[src/rtl/score_keeper_if.sv]
// score_keeper_if: score-update bus between the game controller and the
// score keeper.
//   master : game controller (drives scoreUpdate/startGame/standBy/gameEnded,
//            observes score/highScore/extraLifePulse/busy/overflow)
//   slave  : score_keeper
interface score_keeper_if;
    logic [7:0]  scoreUpdate;     // binary points, nonzero = valid this cycle
    logic        startGame;       // level: new game, clears score/queue
    logic        standBy;         // not in active play
    logic        gameEnded;       // game-over screens
    logic [15:0] score;           // packed BCD, 15:12 = thousands
    logic [15:0] highScore;       // packed BCD, best since reset
    logic        extraLifePulse;  // one cycle on threshold crossing
    logic        busy;            // engine active or queue non-empty
    logic        overflow;        // sticky: an update was dropped

    modport master (
        output scoreUpdate, startGame, standBy, gameEnded,
        input  score, highScore, extraLifePulse, busy, overflow
    );

    modport slave (
        input  scoreUpdate, startGame, standBy, gameEnded,
        output score, highScore, extraLifePulse, busy, overflow
    );
endinterface

[src/rtl/score_keeper.sv]
// score_keeper: queues binary score updates, converts each to BCD with a
// sequential double-dabble (8 clocks), adds it digit-serially into a 4-digit
// packed-BCD score (4 clocks) and commits it (1 clock). Tracks the high score
// and raises a one-shot extra-life pulse.
//   clk, resetN : clock, asynchronous active-low reset
//   bus         : score_keeper_if.slave (update inputs, score/status outputs)
module score_keeper #(
    parameter int          FIFO_DEPTH    = 4,
    parameter logic [15:0] EXTRA_LIFE_AT = 16'h1500
) (
    input  logic           clk,
    input  logic           resetN,
    score_keeper_if.slave  bus
);
    localparam int         PW    = $clog2(FIFO_DEPTH);
    localparam logic [PW:0] DEPTH = (PW+1)'(FIFO_DEPTH);

    typedef enum logic [1:0] {IDLE, CONV, ADD, COMMIT} state_t;

    state_t        state_q;
    logic [7:0]    fifo_q [FIFO_DEPTH];
    logic [PW-1:0] wr_ptr_q, rd_ptr_q;
    logic [PW:0]   count_q;
    logic [19:0]   conv_q;      // {bcd[11:0], bin[7:0]}
    logic [2:0]    bit_cnt_q;
    logic [1:0]    digit_q;
    logic          carry_q;
    logic [15:0]   work_q;
    logic [15:0]   score_q, high_q;
    logic          award_q, pulse_q, overflow_q;

    logic          accept, full, empty, push, pop;
    logic [3:0]    score_dig_d, conv_dig_d;
    logic [4:0]    sum_d;
    logic [15:0]   new_score_d;

    assign accept = (bus.scoreUpdate != 8'd0) && !bus.standBy && !bus.gameEnded && !bus.startGame;
    assign full   = (count_q == DEPTH);
    assign empty  = (count_q == '0);
    assign push   = accept && !full;
    assign pop    = (state_q == IDLE) && !empty;

    // One double-dabble step: correct each BCD nibble >= 5, then shift.
    function automatic logic [19:0] dd_step(input logic [19:0] v);
        logic [19:0] t;
        t = v;
        for (int i = 0; i < 3; i++)
            if (t[8+4*i +: 4] >= 4'd5) t[8+4*i +: 4] = t[8+4*i +: 4] + 4'd3;
        return t << 1;
    endfunction

    always_comb begin
        score_dig_d = 4'd0;
        conv_dig_d  = 4'd0;
        case (digit_q)
            2'd0: begin score_dig_d = score_q[3:0];   conv_dig_d = conv_q[11:8];  end
            2'd1: begin score_dig_d = score_q[7:4];   conv_dig_d = conv_q[15:12]; end
            2'd2: begin score_dig_d = score_q[11:8];  conv_dig_d = conv_q[19:16]; end
            default: begin score_dig_d = score_q[15:12]; conv_dig_d = 4'd0;      end
        endcase
        sum_d       = {1'b0, score_dig_d} + {1'b0, conv_dig_d} + {4'd0, carry_q};
        // A carry out of the thousands digit means the score passed 9999.
        new_score_d = carry_q ? 16'h9999 : work_q;
    end

    // Queue storage needs no reset; occupancy is tracked by count_q.
    always_ff @(posedge clk) begin
        if (push) fifo_q[wr_ptr_q] <= bus.scoreUpdate;
    end

    always_ff @(posedge clk or negedge resetN) begin
        if (!resetN) begin
            state_q    <= IDLE;
            wr_ptr_q   <= '0;
            rd_ptr_q   <= '0;
            count_q    <= '0;
            conv_q     <= '0;
            bit_cnt_q  <= '0;
            digit_q    <= '0;
            carry_q    <= 1'b0;
            work_q     <= '0;
            score_q    <= '0;
            high_q     <= '0;
            award_q    <= 1'b0;
            pulse_q    <= 1'b0;
            overflow_q <= 1'b0;
        end else if (bus.startGame) begin
            // New game: drop queue and any in-flight update, keep high score.
            state_q    <= IDLE;
            wr_ptr_q   <= '0;
            rd_ptr_q   <= '0;
            count_q    <= '0;
            score_q    <= '0;
            award_q    <= 1'b0;
            pulse_q    <= 1'b0;
            overflow_q <= 1'b0;
        end else begin
            pulse_q <= 1'b0;
            if (accept && full) overflow_q <= 1'b1;
            if (push) wr_ptr_q <= wr_ptr_q + 1'b1;
            if (pop)  rd_ptr_q <= rd_ptr_q + 1'b1;
            case ({push, pop})
                2'b10:   count_q <= count_q + 1'b1;
                2'b01:   count_q <= count_q - 1'b1;
                default: count_q <= count_q;
            endcase

            case (state_q)
                IDLE: begin
                    if (!empty) begin
                        conv_q    <= {12'd0, fifo_q[rd_ptr_q]};
                        bit_cnt_q <= '0;
                        state_q   <= CONV;
                    end
                end
                CONV: begin
                    conv_q    <= dd_step(conv_q);
                    bit_cnt_q <= bit_cnt_q + 1'b1;
                    if (bit_cnt_q == 3'd7) begin
                        digit_q <= '0;
                        carry_q <= 1'b0;
                        state_q <= ADD;
                    end
                end
                ADD: begin
                    if (sum_d > 5'd9) begin
                        work_q[{digit_q, 2'b00} +: 4] <= 4'(sum_d - 5'd10);
                        carry_q <= 1'b1;
                    end else begin
                        work_q[{digit_q, 2'b00} +: 4] <= sum_d[3:0];
                        carry_q <= 1'b0;
                    end
                    digit_q <= digit_q + 1'b1;
                    if (digit_q == 2'd3) state_q <= COMMIT;
                end
                default: begin // COMMIT
                    score_q <= new_score_d;
                    if (new_score_d > high_q) high_q <= new_score_d;
                    if ((EXTRA_LIFE_AT != 16'h0) && !award_q && (new_score_d >= EXTRA_LIFE_AT)) begin
                        pulse_q <= 1'b1;
                        award_q <= 1'b1;
                    end
                    state_q <= IDLE;
                end
            endcase
        end
    end

    assign bus.score          = score_q;
    assign bus.highScore      = high_q;
    assign bus.extraLifePulse = pulse_q;
    assign bus.overflow       = overflow_q;
    assign bus.busy           = (state_q != IDLE) || !empty;
endmodule

[src/flat_wrapper.sv]
// flat-port wrapper written by rule: the top's interface ports become plain ports
module score_keeper_flat 
#(
    parameter int          FIFO_DEPTH    = 4,
    parameter logic [15:0] EXTRA_LIFE_AT = 16'h1500
)
  (clk, resetN, bus_scoreUpdate, bus_startGame, bus_standBy, bus_gameEnded, bus_score, bus_highScore, bus_extraLifePulse, bus_busy, bus_overflow);
  score_keeper_if bus_i ();
  input  logic clk;
  input  logic resetN;
  input wire logic [$bits(bus_i.scoreUpdate)-1:0] bus_scoreUpdate;
  input wire logic [$bits(bus_i.startGame)-1:0] bus_startGame;
  input wire logic [$bits(bus_i.standBy)-1:0] bus_standBy;
  input wire logic [$bits(bus_i.gameEnded)-1:0] bus_gameEnded;
  output wire logic [$bits(bus_i.score)-1:0] bus_score;
  output wire logic [$bits(bus_i.highScore)-1:0] bus_highScore;
  output wire logic [$bits(bus_i.extraLifePulse)-1:0] bus_extraLifePulse;
  output wire logic [$bits(bus_i.busy)-1:0] bus_busy;
  output wire logic [$bits(bus_i.overflow)-1:0] bus_overflow;
  assign bus_i.scoreUpdate = bus_scoreUpdate;
  assign bus_i.startGame = bus_startGame;
  assign bus_i.standBy = bus_standBy;
  assign bus_i.gameEnded = bus_gameEnded;
  assign bus_score = bus_i.score;
  assign bus_highScore = bus_i.highScore;
  assign bus_extraLifePulse = bus_i.extraLifePulse;
  assign bus_busy = bus_i.busy;
  assign bus_overflow = bus_i.overflow;
  score_keeper #(.FIFO_DEPTH(FIFO_DEPTH), .EXTRA_LIFE_AT(EXTRA_LIFE_AT)) u_core (.clk(clk), .resetN(resetN), .bus(bus_i));
endmodule
[config.mk]
export PLATFORM = sky130hd
export DESIGN_NAME = score_keeper_flat
export DESIGN_NICKNAME = d
export VERILOG_FILES = /design/src/rtl/score_keeper_if.sv /design/src/rtl/score_keeper.sv /design/src/flat_wrapper.sv
export SDC_FILE = /design/constraint.sdc
export NUM_CORES = 1
export LEC_CHECK = 0
export CORE_MARGIN = 3
export CORE_UTILIZATION = 61
export CTS_BUF_LIST = sky130_fd_sc_hd__clkbuf_8
export CTS_CLUSTER_SIZE = 24
export DETAILED_ROUTE_END_ITERATION = 16
export PLACE_DENSITY = 0.81
export REMOVE_ABC_BUFFERS = 1
export SKIP_LAST_GASP = 1
export SYNTH_ARGS = -nofsm -noshare
export SYNTH_HDL_FRONTEND = slang
export SYNTH_SLANG_ARGS = --single-unit
export TNS_END_PERCENT = 30
[constraint.sdc]
create_clock -name clk -period 4.7 [get_ports clk]
set_input_delay 0.94 -clock clk [delete_from_list [all_inputs] [get_ports clk]]
set_output_delay 0.94 -clock clk [all_outputs]
set_load 0.005 [all_outputs]
# After elaboration in Yosys (flattened, before gate mapping)
# Memory sizes are Yosys's and may differ from the RTL's.
# Cells that the tools add are included.
# totals
memories	1
output_inout_bits	35
input_bits	13
register_bits	86
ram_bits	32
latch_bits	0
mem_bits_ro	0
word_cells	128
# mem_list
name	words	width	read_ports	rd_clocked_by_memory_dff	write_ports	line_no	rtl
u_core.fifo_q	4	8	1	0	1	score_keeper.sv:21	logic [7:0] fifo_q [FIFO_DEPTH];
# op_classes
shift	3
n_lt_le_gt_ge	6
multipliers	0
n_reduce_logical	33
div_mod_pow	0
n_bitwise	2
mux	41
eq_ne	15
n_addsub	13
# op_table
operator	count
2-to-1 mux 16 bit	4
one-hot mux 20 bit (2 select lines)	1
bitwise mux 16 bit	2
variable part select 4 x 6 -> 16 bit	2
one-hot mux 4 bit (3 select lines)	2
2-to-1 mux 20 bit	1
2-to-1 mux 2 bit	9
greater-or-equal comparator 16 x 13 -> 1 bit (second input constant)	1
greater-than comparator 16 bit	1
variable shift 4 x 6 -> 16 bit (first input constant)	1
nonzero test 2 bit	7
greater-or-equal comparator 4 x 3 -> 1 bit (second input constant)	3
2-to-1 mux 1 bit	12
one-hot mux 3 bit (2 select lines)	2
AND reduction 3 bit	4
2-to-1 mux 3 bit	3
adder 4 x 2 -> 4 bit (second input constant)	2
== test 2 bit (second input constant)	4
2-to-1 mux 4 bit	2
nonzero test 8 bit	1
logical AND 1 bit	7
adder 2 x 1 -> 2 bit (second input constant)	3
adder 3 x 1 -> 3 bit (second input constant)	2
== test 2 x 1 -> 1 bit (second input constant)	3
23 further kinds	34

# Logic depth before layout (Yosys ltp)
# Gate-level depths: netlist of run 1.
# depth
depth_word	8
depth_mapped	15
ltp_nobuf	14

# Least setup slack after synthesis of run 1
# OpenSTA, ideal clock, no wires.
# synth_timing
path_kind	register to register
from	register u_core.digit_q[0]
to	register u_core.work_q[14]
setup_ns	0.121
synth_period_minus_slack_ns	3.753
setup_slack_ns	0.947
stages_incl_launch_ff	14
required_ns	4.579
arrival_time_ns	3.632
n_path_buf	1
cell_sequence	dfrtp_1 inv_1 ha_1 clkbuf_1 a222oi_1 or2_2 fa_1 fa_1 xor2_1 ha_1 a22oi_1 a21bo_2 mux2i_2 a22o_1
# synth_between
elab_chain_cells	8
word_cells_on_any_way	16
cone_classes	4 x add/sub; 1 x order compare; 2 x eq/ne; 3 x shift; 5 x mux; 1 x reduce/logical
# synth_lines
element	line_no	rtl
start, declared	score_keeper.sv:26	logic [1:0] digit_q;
start signal, assigned	score_keeper.sv:133	digit_q <= digit_q + 1'b1;
== test 2 bit, or another cell as far along	score_keeper.sv:55	case (digit_q)
one-hot mux 4 bit (3 select lines)	score_keeper.sv:55	
adder 4 x 4 -> 5 bit	score_keeper.sv:61	sum_d = {1'b0, score_dig_d} + {1'b0, conv_dig_d} + {4'd0, carry_q};
adder 5 x 1 -> 5 bit	score_keeper.sv:61	
subtractor 4 bit	score_keeper.sv:127	work_q[{digit_q, 2'b00} +: 4] <= 4'(sum_d - 5'd10);
variable part select 4 x 6 -> 16 bit	score_keeper.sv:127	
bitwise mux 16 bit	score_keeper.sv:127	
2-to-1 mux 16 bit *	score_keeper.sv:126	if (sum_d > 5'd9) begin
end signal, assigned by index	score_keeper.sv:127	
end signal, assigned by index	score_keeper.sv:130	work_q[{digit_q, 2'b00} +: 4] <= sum_d[3:0];
end, declared	score_keeper.sv:28	logic [15:0] work_q;
# Every way passes the cells marked *; elsewhere a longest branch is shown, timed or not.
# A chain may end at the register's enable or synchronous reset.

# Final worst setup path of run 1
# layout_timing
from	register u_core.digit_q[0]
to	register u_core.work_q[6]
# Same word-level chain as after synthesis.

==> summary.md, run 1 <==
The flow ran to the end, and the final reports show no timing, DRC or antenna violations. In the final routing, the length of wire on met1 measures 5650 um. The run gives 0 as the total setup buffers inserted after CTS. Clock tree synthesis found a total of 118 sinks.

The logs give 0 for the final hold violation count and 2790 um2 for the multi-input combinational cell area. The logs give 239 MHz for the fmax and 6720 um2 for the total placed instance area. For the hold buffer count at cts, the log shows 0. The initialized floorplan defines 35 standard-cell rows.

From left edge to right edge, the die measures 106 um. Portion of the post-synthesis area used by sequential elements: 0.508. By startpoint and endpoint, the worst setup path is classified as reg2reg.

The most used flip-flop cell after synthesis is sky130_fd_sc_hd__dfrtp_1. The height of the die is 106 um, and the total number of nets in the final design is 654. The run gives 0 as the final setup violation count. The run gives 54 as the count of distinct cell types in the synthesized netlist. The detailed router used layers up to and including met4. The worst-case IR drop observed on VDD is 0.000347 V.

The power density relative to cell area was 444 nW/um2; the estimated wirelength of the detail-placed design was 9700 um. TritonCTS built the clock tree. From synthesis to final layout, the design area changed by 16.3%. Buffers inserted during clock tree synthesis total 17. The run gives 4 as the maximum level of the CTS H-tree. The final weighted congestion in routability-driven placement was 0.851; the number of standard cells after synthesis was 542. The final period utilization is 0.889, and the signal arrival time at the worst endpoint is 4.56 ns. The total routing usage reported by global routing was 0.263; the number of buffer cells added on primary ports was 47. Summed over all nets, wire length on met2 after detailed routing comes to 6800 um.

The startpoint of the lowest-slack hold path is u_core.award_q$_DFFE_PN0P_. For the max-cap check violation count, the log shows 0. Setup repair after global routing left no endpoint under its margin. The initial core utilization was 0.645; the endpoint required time on the critical path was 5.08 ns. The share of the core filled with cells came out at 0.751. Entering global routing, the biggest net connects 51 pins.

The number of vias per cell after detailed routing is 5.99, and the number of DRC violations after detailed-routing iteration 0 is 348. For the clock insertion delay at the later pin of the skew report, the log shows 0.44 ns. After floorplanning, the core was sized to cover 9500 um2. The Yosys step of the flow raised 0 warnings.

The detail route stage leaves a number of antenna-violating nets equal to 0. The worst register-to-register path begins at u_core.digit_q[0]$_DFFE_PN0P_. The global-route wire length before repair is 22,900 um, and the final design area excluding fillers is 7130 um2. The root buffer selected by CTS was sky130_fd_sc_hd__clkbuf_8.

The total of flip-flops plus latches after synthesis was 118; the via count of the routed design was 4,408. The logs give 48 for the number of I/O pins and 0 for the total count of max-transition violations in the final report. After detailed routing, the average wire length per cell comes to 18.5 um.

After detailed routing, the number of remaining DRC violations is 0. The worst setup path is captured at a register. Counting flops with a built-in enable in the synthesized netlist gives 32. The detailed-routing iteration count for the pre-antenna-repair pass is 6, and the worst clock skew is 0.0104 ns. In this run the static leakage power is 0.00313 uW. The share of cells above drive strength 1 works out to 0.135.

Detailed routing placed a total of 851 um of wire on met3. The run gives 0 ns as the setup TNS. The clock slew at the register clock pins of the worst setup and hold paths was 0.08 ns; the average cell area after synthesis was 11.3 um2.

The area of the mapped netlist came out at 6130 um2. The via count of the first global-routing pass is 4,505, and the area used by sequential logic in the layout is 3110 um2. The tools report the critical path startpoint category as a register.

The run gives 11,300 um2 as the die outline area. For the pin with the worst max-slew slack, the measured transition is 1.05 ns. The share of synthesized flip-flops with an asynchronous set or reset came out at 0.729. Type of the worst min-delay path: reg2reg. The routed design has 13,600 um of wire.

Summed over all layers, the global routing overflow is 0. The tightest slew margin relative to the limit was 0.303. The tools report the worst setup path startpoint as u_core.digit_q[0]$_DFFE_PN0P_. Of all nets on the critical path, the largest fanout is 11.

The number of antenna diodes in the final layout is 0. The number of antenna violations at the first check in global routing was 0. The post-cts repair resize count was 0. For the total of fill cells in the finished design, the log shows 641.

The worst path needs 4.18 ns of the cycle, external delays included. The clock passes through at most 2 buffers.
-- state kept, by name, indices dropped and copies added, names as in the netlist, named ones only --
| register | flops |
|---|---|
| u_core.conv_q | 20 |
| u_core.carry_q | 1 |
| u_core.state_q | 2 |
| u_core.digit_q | 2 |
| u_core.bus.extraLifePulse | 1 |
| u_core.wr_ptr_q | 2 |
| u_core.bus.overflow | 1 |
| u_core.count_q | 3 |
| u_core.award_q | 1 |
| u_core.bus.score | 16 |
| u_core.fifo_q | 32 |
| u_core.work_q | 12 |
| u_core.bus.highScore | 16 |
| u_core.rd_ptr_q | 2 |
| u_core.bit_cnt_q | 3 |
-- metrics by stage --
stage	std cells	total power [uW]	hold slack [ns]	worst slack [ns]
4_1_cts	736	3180	0.448	0.577
6_report	736	3170	0.441	0.522
5_1_grt	736	3360	0.481	0.212
3_3_place_gp	704	2140	0.415	0.845
3_5_place_dp	704	2190	0.434	0.634
2_1_floorplan	523	1920	0.403	1.06
-- critical path, stage by stage, from the launching register on --
cell and delay, ns:
sky130_fd_sc_hd__dfrtp_1 0.47, sky130_fd_sc_hd__inv_1 0.27, sky130_fd_sc_hd__ha_1 0.44, sky130_fd_sc_hd__a222oi_1 0.17
sky130_fd_sc_hd__or2_2 0.32, sky130_fd_sc_hd__fa_1 0.47, sky130_fd_sc_hd__fa_1 0.43, sky130_fd_sc_hd__xor2_1 0.42
sky130_fd_sc_hd__ha_1 0.23, sky130_fd_sc_hd__nand2b_1 0.06, sky130_fd_sc_hd__a22oi_1 0.14, sky130_fd_sc_hd__a21bo_2 0.23
sky130_fd_sc_hd__mux2i_2 0.31, sky130_fd_sc_hd__a22o_1 0.16
-- final timing paths --
| path | to | slack, ns | depth (start not counted) |
|---|---|---|---|
| max | u_core.work_q[6]$_DFFE_PN0P_ | 0.52 | 13 |
| min | u_core.bus.extraLifePulse$_DFF_PN0_ | 0.44 | 1 |
| max reg2reg | u_core.work_q[6]$_DFFE_PN0P_ | 0.52 | 13 |
| min reg2reg | u_core.bus.extraLifePulse$_DFF_PN0_ | 0.44 | 1 |
| max in group asynchronous | u_core.state_q[1]$_DFFE_PN0P_ | 3.24 | 2 |
| min in group asynchronous | u_core.conv_q[15]$_DFFE_PN0P_ | 0.52 | 1 |
-- final cells by class --
class,instances,share of cell area
Sequential cell,118,0.436
Multi-Input combinational cell,365,0.391
Timing Repair Buffer,52,0.0709
Clock buffer,17,0.0328
Clock inverter,15,0.0258
Tap cell,129,0.0226
Inverter,40,0.0210
-- cells by family after synthesis --
group / Yosys count / synth area share
multiplexers: 50 / 0.106
buffers and inverters: 59 / 0.0381
flip-flops: 118 / 0.508
adder cells (fa/ha/maj): 47 / 0.0996
XOR/XNOR: 12 / 0.0184
AO/OA/AOI/OAI: 100 / 0.112
AND/OR/NAND/NOR: 156 / 0.118
-- layout by cell type (no fill, tap or decap), types with 9 or more instances in the layout --
cell type / synthesis / layout
sky130_fd_sc_hd__a21oi_1: 21 / 21
sky130_fd_sc_hd__clkbuf_8: 0 / 17
sky130_fd_sc_hd__clkdlybuf4s50_1: 0 / 46
sky130_fd_sc_hd__dfrtp_1: 86 / 86
sky130_fd_sc_hd__edfxtp_1: 32 / 32
sky130_fd_sc_hd__ha_1: 44 / 44
sky130_fd_sc_hd__inv_1: 40 / 40
sky130_fd_sc_hd__mux2_2: 9 / 9
sky130_fd_sc_hd__mux2i_1: 25 / 25
sky130_fd_sc_hd__nand2_1: 55 / 55
sky130_fd_sc_hd__nor2_1: 47 / 47
sky130_fd_sc_hd__nor2b_1: 13 / 13
sky130_fd_sc_hd__o21ai_0: 26 / 25
-- cells in the mapped netlist, types with 3 or more instances --
library cell,count,area share
sky130_fd_sc_hd__nor2_1,47,0.029
sky130_fd_sc_hd__xor2_1,3,0.0043
sky130_fd_sc_hd__fa_1,3,0.0098
sky130_fd_sc_hd__mux2_4,7,0.017
sky130_fd_sc_hd__edfxtp_1,32,0.16
sky130_fd_sc_hd__mux4_2,8,0.029
sky130_fd_sc_hd__or2_2,8,0.0082
sky130_fd_sc_hd__buf_2,4,0.0033
sky130_fd_sc_hd__a222oi_1,6,0.0098
sky130_fd_sc_hd__a31oi_1,3,0.0031
sky130_fd_sc_hd__o41ai_1,3,0.0043
sky130_fd_sc_hd__nand3_1,7,0.0057
sky130_fd_sc_hd__nand4_1,3,0.0031
sky130_fd_sc_hd__a22o_1,8,0.011
sky130_fd_sc_hd__clkbuf_1,13,0.0080
sky130_fd_sc_hd__a211oi_1,3,0.0037
sky130_fd_sc_hd__a32o_1,4,0.0065
sky130_fd_sc_hd__o31ai_1,8,0.0098
sky130_fd_sc_hd__and2_1,4,0.0041
sky130_fd_sc_hd__or3_1,4,0.0041
sky130_fd_sc_hd__dfrtp_1,86,0.35
sky130_fd_sc_hd__xnor2_1,8,0.011
sky130_fd_sc_hd__a21oi_1,21,0.017
sky130_fd_sc_hd__nand2b_1,8,0.0082
sky130_fd_sc_hd__mux2_2,9,0.017
sky130_fd_sc_hd__ha_1,44,0.090
sky130_fd_sc_hd__inv_1,40,0.024
sky130_fd_sc_hd__o21ai_0,26,0.021
sky130_fd_sc_hd__nand2_1,55,0.034
sky130_fd_sc_hd__mux2i_1,25,0.041
sky130_fd_sc_hd__nor2b_1,13,0.013
-- power by group --
part / internal, uW / total (uW) / switching [uW]
Combinational: 378 / 928 / 549
Clock: 496 / 976 / 480
Sequential: 1160 / 1260 / 107
Total: 2030 / 3170 / 1140
-- layer usage --
metal / GRT usage / up-vias
met5: 0 / -
met4: 0.0971 / 0
li1: - / 2025
met1: 0.346 / 2201
met2: 0.430 / 160
met3: 0.0559 / 22
(Power assumes the default switching activity.)
==> run 2, diff against run 1 <==
- CORE_ASPECT_RATIO: not set -> 1.2
- CTS_CLUSTER_SIZE: 24 -> 28
==> run 2 against run 1 <==
Against the previous run:
- global-route usage shrank 1.5 points
- via count shrank 2.7%
- combinational power shrank 0.9%
- sequential power is essentially flat
- critical path depth is the same
- register-to-register slack gained 0.02 ns
- first-iteration DRC count shrank 13%
- non-clock buffer count shrank 1
- setup slack gained 0.016 ns
- final cell count shrank 0.95%
- critical path type unchanged
==> summary.md, run 2 (synthesis gave the netlist of run 1 again) <==
The largest registers in the layout are u_core.fifo_q (32), u_core.conv_q (20). The clock reaches the later pin of the worst-skew pair after 0.43 ns. The via count of the first global-routing pass came out at 4,550. Leaving out fill and tap cells, the most frequent cell in the layout is sky130_fd_sc_hd__dfrtp_1. The estimated wirelength of the detail-placed design is 9510 um.

The floorplan step defined a die boundary enclosing 11,300 um2. More flip-flops sit in one register than any other, and that register is u_core.fifo_q. The height of the die was 116 um; the number of antenna violations at the first check in global routing was 0. The buffer and inverter count on the worst path works out to 1. The tree is rooted in a sky130_fd_sc_hd__clkbuf_8. The first global-routing pass estimated 21,900 um of wire. The slew at the pin closest to its max-slew limit is 1.10 ns.

Setup repair after global routing left no endpoint under its margin. The first routing iteration left 302 violations. In this run the remaining antenna-violating nets after routing total 0. The critical path is of the reg2reg type. The share of the core filled with cells was 0.739. The number of vias per cell after detailed routing was 5.88; the number of I/O pins was 48. The largest stage delay on the critical path works out to 0.47 ns.

The time the final worst path needs with I/O delays and setup was 4.16 ns. The final weighted congestion in routability-driven placement is 0.956, and the total routing usage reported by global routing is 0.247. The register with the most flip-flops in the layout has 32 of them. The core region is 9660 um2. The number of gates resized after CTS was 0. The largest net degree at the start of global routing was 87; the highest ir drop seen on vdd was 0.000345 V. The biggest fanout along the worst timing path came out at 11.

STA classifies the critical path startpoint as a register. The average routed wire per standard cell is 17.9 um. The number of buffer cells added on primary ports is 47. For this block, the via count after detailed routing is 4,287. The worst setup path is captured at a register. The pre-antenna-repair detailed-routing pass consisted of 5 iterations. The number of clock sinks came out at 118. The final period utilization is 0.885, and the post-detailed-routing wire length is 13,100 um. The share of cells above drive strength 1 is 0.132.

The maximum level of the CTS H-tree came out at 4. Family with the most delay on the worst path: adder cells. The area growth from synthesis to layout is 16.4%. Based on the critical path, the design can be clocked at up to 240 MHz. The total setup buffers inserted after CTS was 0.

The run gives 0.635 as the initial core utilization. The total count of max-transition violations in the final report is 0, and the signal arrival time at the worst endpoint is 4.53 ns. The max-cap check violation count was 0.

In this run, post-CTS hold repair placed 0 buffers. For the setup TNS, the log shows 0 ns. The cell at the slowest stage of the critical path was sky130_fd_sc_hd__fa_1. The tools report the cell row count as 39. The analysis attributes to cell leakage a power of 0.00312 uW.

The critical path goes through inv_1 -> ha_1 -> a222oi_1 -> or2_2 -> fa_1 -> fa_1 -> xor2_1 -> ha_1 -> nand2b_1 -> a22oi_1 -> a21bo_2 -> mux2i_2 -> a22o_1. Clock slew at the register clock pins of the worst setup and hold paths: 0.08 ns. The worst hold path begins at u_core.award_q$_DFFE_PN0P_.

At the worst endpoint, the required time is 5.06 ns. The width of the chip works out to 97.5 um. The tightest slew margin relative to the limit is 0.269, and the CTS buffer count is 17.

TritonCTS built the clock tree. Across the routed clock network, the largest skew measured is 0.00809 ns. After the last flow step, the layout net total stands at 653. The total overflow left after global routing is 0.

The run gives 2 as the worst-case clock buffer depth. The run gives 684 as the total of fill cells in the finished design. The critical path starts at u_core.digit_q[0]$_DFFE_PN0P_.

In this run the worst hold path is classified as reg2reg. 0 antenna diodes ended up in the layout. Final setup violation count: 0. The power density relative to cell area was 448 nW/um2.

The worst register-to-register path begins at u_core.digit_q[0]$_DFFE_PN0P_. Leaving out fill and tap cells, the most frequent cells in the layout are sky130_fd_sc_hd__dfrtp_1, sky130_fd_sc_hd__nand2_1, sky130_fd_sc_hd__nor2_1. The run finished with clean final reports.

The logs give 0 for the total DRC errors in the routed layout and 0 for the final hold violation count.
==> run 2: report_power, final <==
part	switching, uW	total [uW]	internal [uW]
Sequential	107	1260	1160
Combinational	540	920	380
Clock	432	1010	580
Total	1080	3200	2120
==> run 2: per-stage QoR <==
step	total power, uW	hold slack (ns)	setup WS, ns	instances	cell area, um2
5_1_grt	3390	0.468	0.331	729	7140
4_1_cts	3220	0.438	0.583	729	7140
2_1_floorplan	1920	0.403	1.06	523	6050
6_report	3200	0.438	0.538	729	7140
3_5_place_dp	2200	0.426	0.635	697	6700
3_3_place_gp	2140	0.420	0.844	697	6700
==> run 2: layout make-up <==
class / instances / area, um2 / share of cell area
clock inverter: 15 / 206 / 0.0289
inverter: 40 / 150 / 0.0210
multi-input combinational: 365 / 2790 / 0.390
tap: 123 / 154 / 0.0215
timing repair buffer: 51 / 498 / 0.0697
clock buffer: 17 / 234 / 0.0328
sequential: 118 / 3110 / 0.436
==> run 2: final timing paths <==
check                                                  endpoint  slack, ns  depth (start not counted)
setup / recovery                  u_core.work_q[10]$_DFFE_PN0P_       0.54                         13
min in group asynchronous         u_core.conv_q[16]$_DFFE_PN0P_       0.71                          1
setup reg to reg                  u_core.work_q[10]$_DFFE_PN0P_       0.54                         13
hold reg to reg             u_core.bus.extraLifePulse$_DFF_PN0_       0.44                          1
max in group asynchronous  u_core.bus.highScore[12]$_DFFE_PN0P_       3.28                          1
hold / removal              u_core.bus.extraLifePulse$_DFF_PN0_       0.44                          1
==> run 2: per-layer routing <==
layer	share of wire	GRT usage	up-vias
met5	0	0	-
met1	0.41	0.277	2130
met4	0.030	0.109	0
met3	0.031	0.0572	29
li1	-	-	2022
met2	0.53	0.452	106
==> run 3, diff against run 2 <==
- CORE_MARGIN: 3 -> not set
==> run 3 against run 2 <==
Against the previous run:
- global-route usage grew 3.2 points
- clock skew grew 0.0043 ns
- combinational power grew 0.5%
- maximum frequency grew 1.4%
- clock power shrank 5%
- power shrank 1.5%
- wire length shrank 0.16%
- non-clock buffer count is the same
- final cell count is the same
==> summary.md, run 3 (synthesis gave the netlist of run 1 again) <==
The final global-route overflow total was 0. In this run the post-CTS setup repair buffer count came out at 0. The number of instances on the worst hold path was 1.

The share of cells above drive strength 1 was 0.130. The worst setup slack before clock tree synthesis was 0.613 ns. Clock tree synthesis found a total of 118 sinks.

The area used by sequential logic in the layout was 3110 um2. For hold timing, the worst endpoint is u_core.bus.extraLifePulse$_DFF_PN0_. Based on the critical path, the design can be clocked at up to 244 MHz. The floorplan step defined a die boundary enclosing 10,500 um2.

Detailed-routing iteration count for the pre-antenna-repair pass: 7. The type of the worst min-delay path is reg2reg. Relative to the synthesized area, the layout overhead comes to 16.0%. The worst hold path begins at u_core.award_q$_DFFE_PN0P_. The floorplan has 39 rows. The setup slack of the critical path after layout came out at 0.595 ns. Dividing the detail-routed via count by the number of cells gives 5.89. STA classifies the critical path startpoint as a register. The final-layout worst hold slack is 0.444 ns, and the total inserted antenna cells is 0. Of all nets on the critical path, the largest fanout is 11. Broken down by cell family, the worst path's largest delay share belongs to adder cells.

For this run, the slowest stage of the critical path takes 0.47 ns. The run finished with clean final reports. Traced cell by cell, the critical path runs through inv_1 -> ha_1 -> a222oi_1 -> or2_2 -> fa_1 -> fa_1 -> xor2_1 -> ha_1 -> nand2b_1 -> a22oi_1 -> a21bo_2 -> mux2i_2 -> a22o_1. The final design area excluding fillers was 7110 um2. After detailed routing, the number of remaining DRC violations is 0. The worst register-to-register path ends at u_core.work_q[2]$_DFFE_PN0P_. The total routing usage reported by global routing came out at 0.279. The number of buffer cells added on primary ports is 47. The flip-flop count of the largest register, all copies and words added works out to 32. The path type of the worst setup path is reg2reg.

The CTS buffer count came out at 17. The final period utilization is 0.873. For the estimated wirelength of the detail-placed design, the log shows 9640 um. Leaving out fill and tap cells, the most frequent cells in the layout are sky130_fd_sc_hd__dfrtp_1, sky130_fd_sc_hd__nand2_1, sky130_fd_sc_hd__nor2_1. The number of DRC violations after detailed-routing iteration 0 is 213, and the time the final worst path needs with I/O delays and setup is 4.10 ns. Worst-case clock buffer depth: 2.

The first global-routing pass estimated 22,000 um of wire. The number of antenna-violating nets in the routed design is 0, and the endpoint required time on the critical path is 5.07 ns. For the via count of the first global-routing pass, the log shows 4,490. The highest ir drop seen on vdd was 0.000247 V; the setup TNS was 0 ns. The clock slew at the register clock pins of the worst setup and hold paths came out at 0.07 ns. Counting flops per register, the top entry is u_core.fifo_q. The later pin in the worst-skew pair is clocked with a latency of 0.43 ns. In this run the register-to-register setup slack is 0.60 ns. For the pin with the worst max-slew slack, the measured transition is 1.05 ns. The post-detailed-routing wire length was 13,000 um; the post-cts repair resize count was 0. The number of cells on the worst reg-to-reg path is 13. The run gives 9660 um2 as the core box area.

The buffer and inverter count on the worst path came out at 1. The startpoint identified for the worst register-to-register timing path is u_core.digit_q[0]$_DFFE_PN0P_. Entering global routing, the biggest net connects 50 pins. The run gives 0 as the final hold violation count. The library cell used most frequently in the layout, excluding fill and tap cells, is sky130_fd_sc_hd__dfrtp_1. The maximum level of the CTS H-tree was 4.

TritonCTS built the clock tree. The final setup violation count is 0. The number of I/O pins came out at 48. Routability-driven placement finished with a final weighted congestion of 0.880. The run gives 0 as the number of antenna violations at the first check in global routing. Once placement finished, the instance area stood at 6700 um2. For this block, the via count after detailed routing is 4,294. The average routed wire per standard cell was 17.9 um; the total count of max-transition violations in the final report was 0. Worst clock skew: 0.0124 ns. On the critical path, the stage with the largest delay is an instance of sky130_fd_sc_hd__dfrtp_1. The signal arrival time at the worst endpoint was 4.47 ns; the width of the chip was 93.5 um. Fill cells in the final layout number 671.

After the last flow step, the layout net total stands at 653. The tools report the initial core utilization as 0.635. Setup repair after global routing left no endpoint under its margin. Measured along the y axis, the die boundary spans 112 um. The logs give 0 for the max-cap check violation count and 0.00310 uW for the static leakage. Dividing total power by cell area gives a power density of 443 nW/um2. Tightest slew margin relative to the limit: 0.303. CTS placed an instance of sky130_fd_sc_hd__clkbuf_8 at the clock tree root.

The worst setup path is captured at a register. The run gives 0 as the hold buffer count at cts. Multi-input combinational cell area: 2790 um2.

In the final layout, the registers with the most flip-flops are u_core.fifo_q (32), u_core.conv_q (20).
[run 3: routing by layer]
layer  wire length [um]  part of all wire  global-route usage
met1               5170              0.40               0.316
met2               6940              0.53               0.489
met3                413             0.032              0.0546
met4                522             0.040               0.156
met5                  0                 0                   0
[run 3: where the power goes]
part	leakage, uW	internal (uW)	switching, uW
sequential	0.00145	1160	109
combinational	0.00146	380	545
clock	0.000190	525	431
total	0.00310	2060	1090
[run 3: final cells by class]
class                   instances  area share
repair buffers                 51      0.0700
clock buffers                  17      0.0329
flip-flops and latches        118       0.438
well taps                     123      0.0216
multi-input cells             365       0.392
clock inverters                15      0.0251
inverters                      40      0.0211
[run 3: metrics by stage]
step	utilization	instances	total power (uW)
3_5_place_dp	0.694	697	2210
3_3_place_gp	0.694	697	2150
5_1_grt	0.736	729	3340
6_report	0.736	729	3150
2_1_floorplan	-	523	1920
4_1_cts	0.736	729	3160
[run 3: worst max path at each step]
stage / startpoint / end / slack (ns) / depth (start not counted)
after floorplan: u_core.digit_q[0]$_DFFE_PN0P_ / u_core.work_q[14]$_DFFE_PN0P_ / 1.06 / 12
after global placement: u_core.digit_q[0]$_DFFE_PN0P_ / u_core.work_q[2]$_DFFE_PN0P_ / 0.81 / 13
after detailed placement: u_core.digit_q[0]$_DFFE_PN0P_ / u_core.work_q[14]$_DFFE_PN0P_ / 0.61 / 13
after CTS: u_core.digit_q[0]$_DFFE_PN0P_ / u_core.work_q[2]$_DFFE_PN0P_ / 0.61 / 13
after global routing: u_core.digit_q[0]$_DFFE_PN0P_ / u_core.work_q[2]$_DFFE_PN0P_ / 0.32 / 13
final: u_core.digit_q[0]$_DFFE_PN0P_ / u_core.work_q[2]$_DFFE_PN0P_ / 0.60 / 13
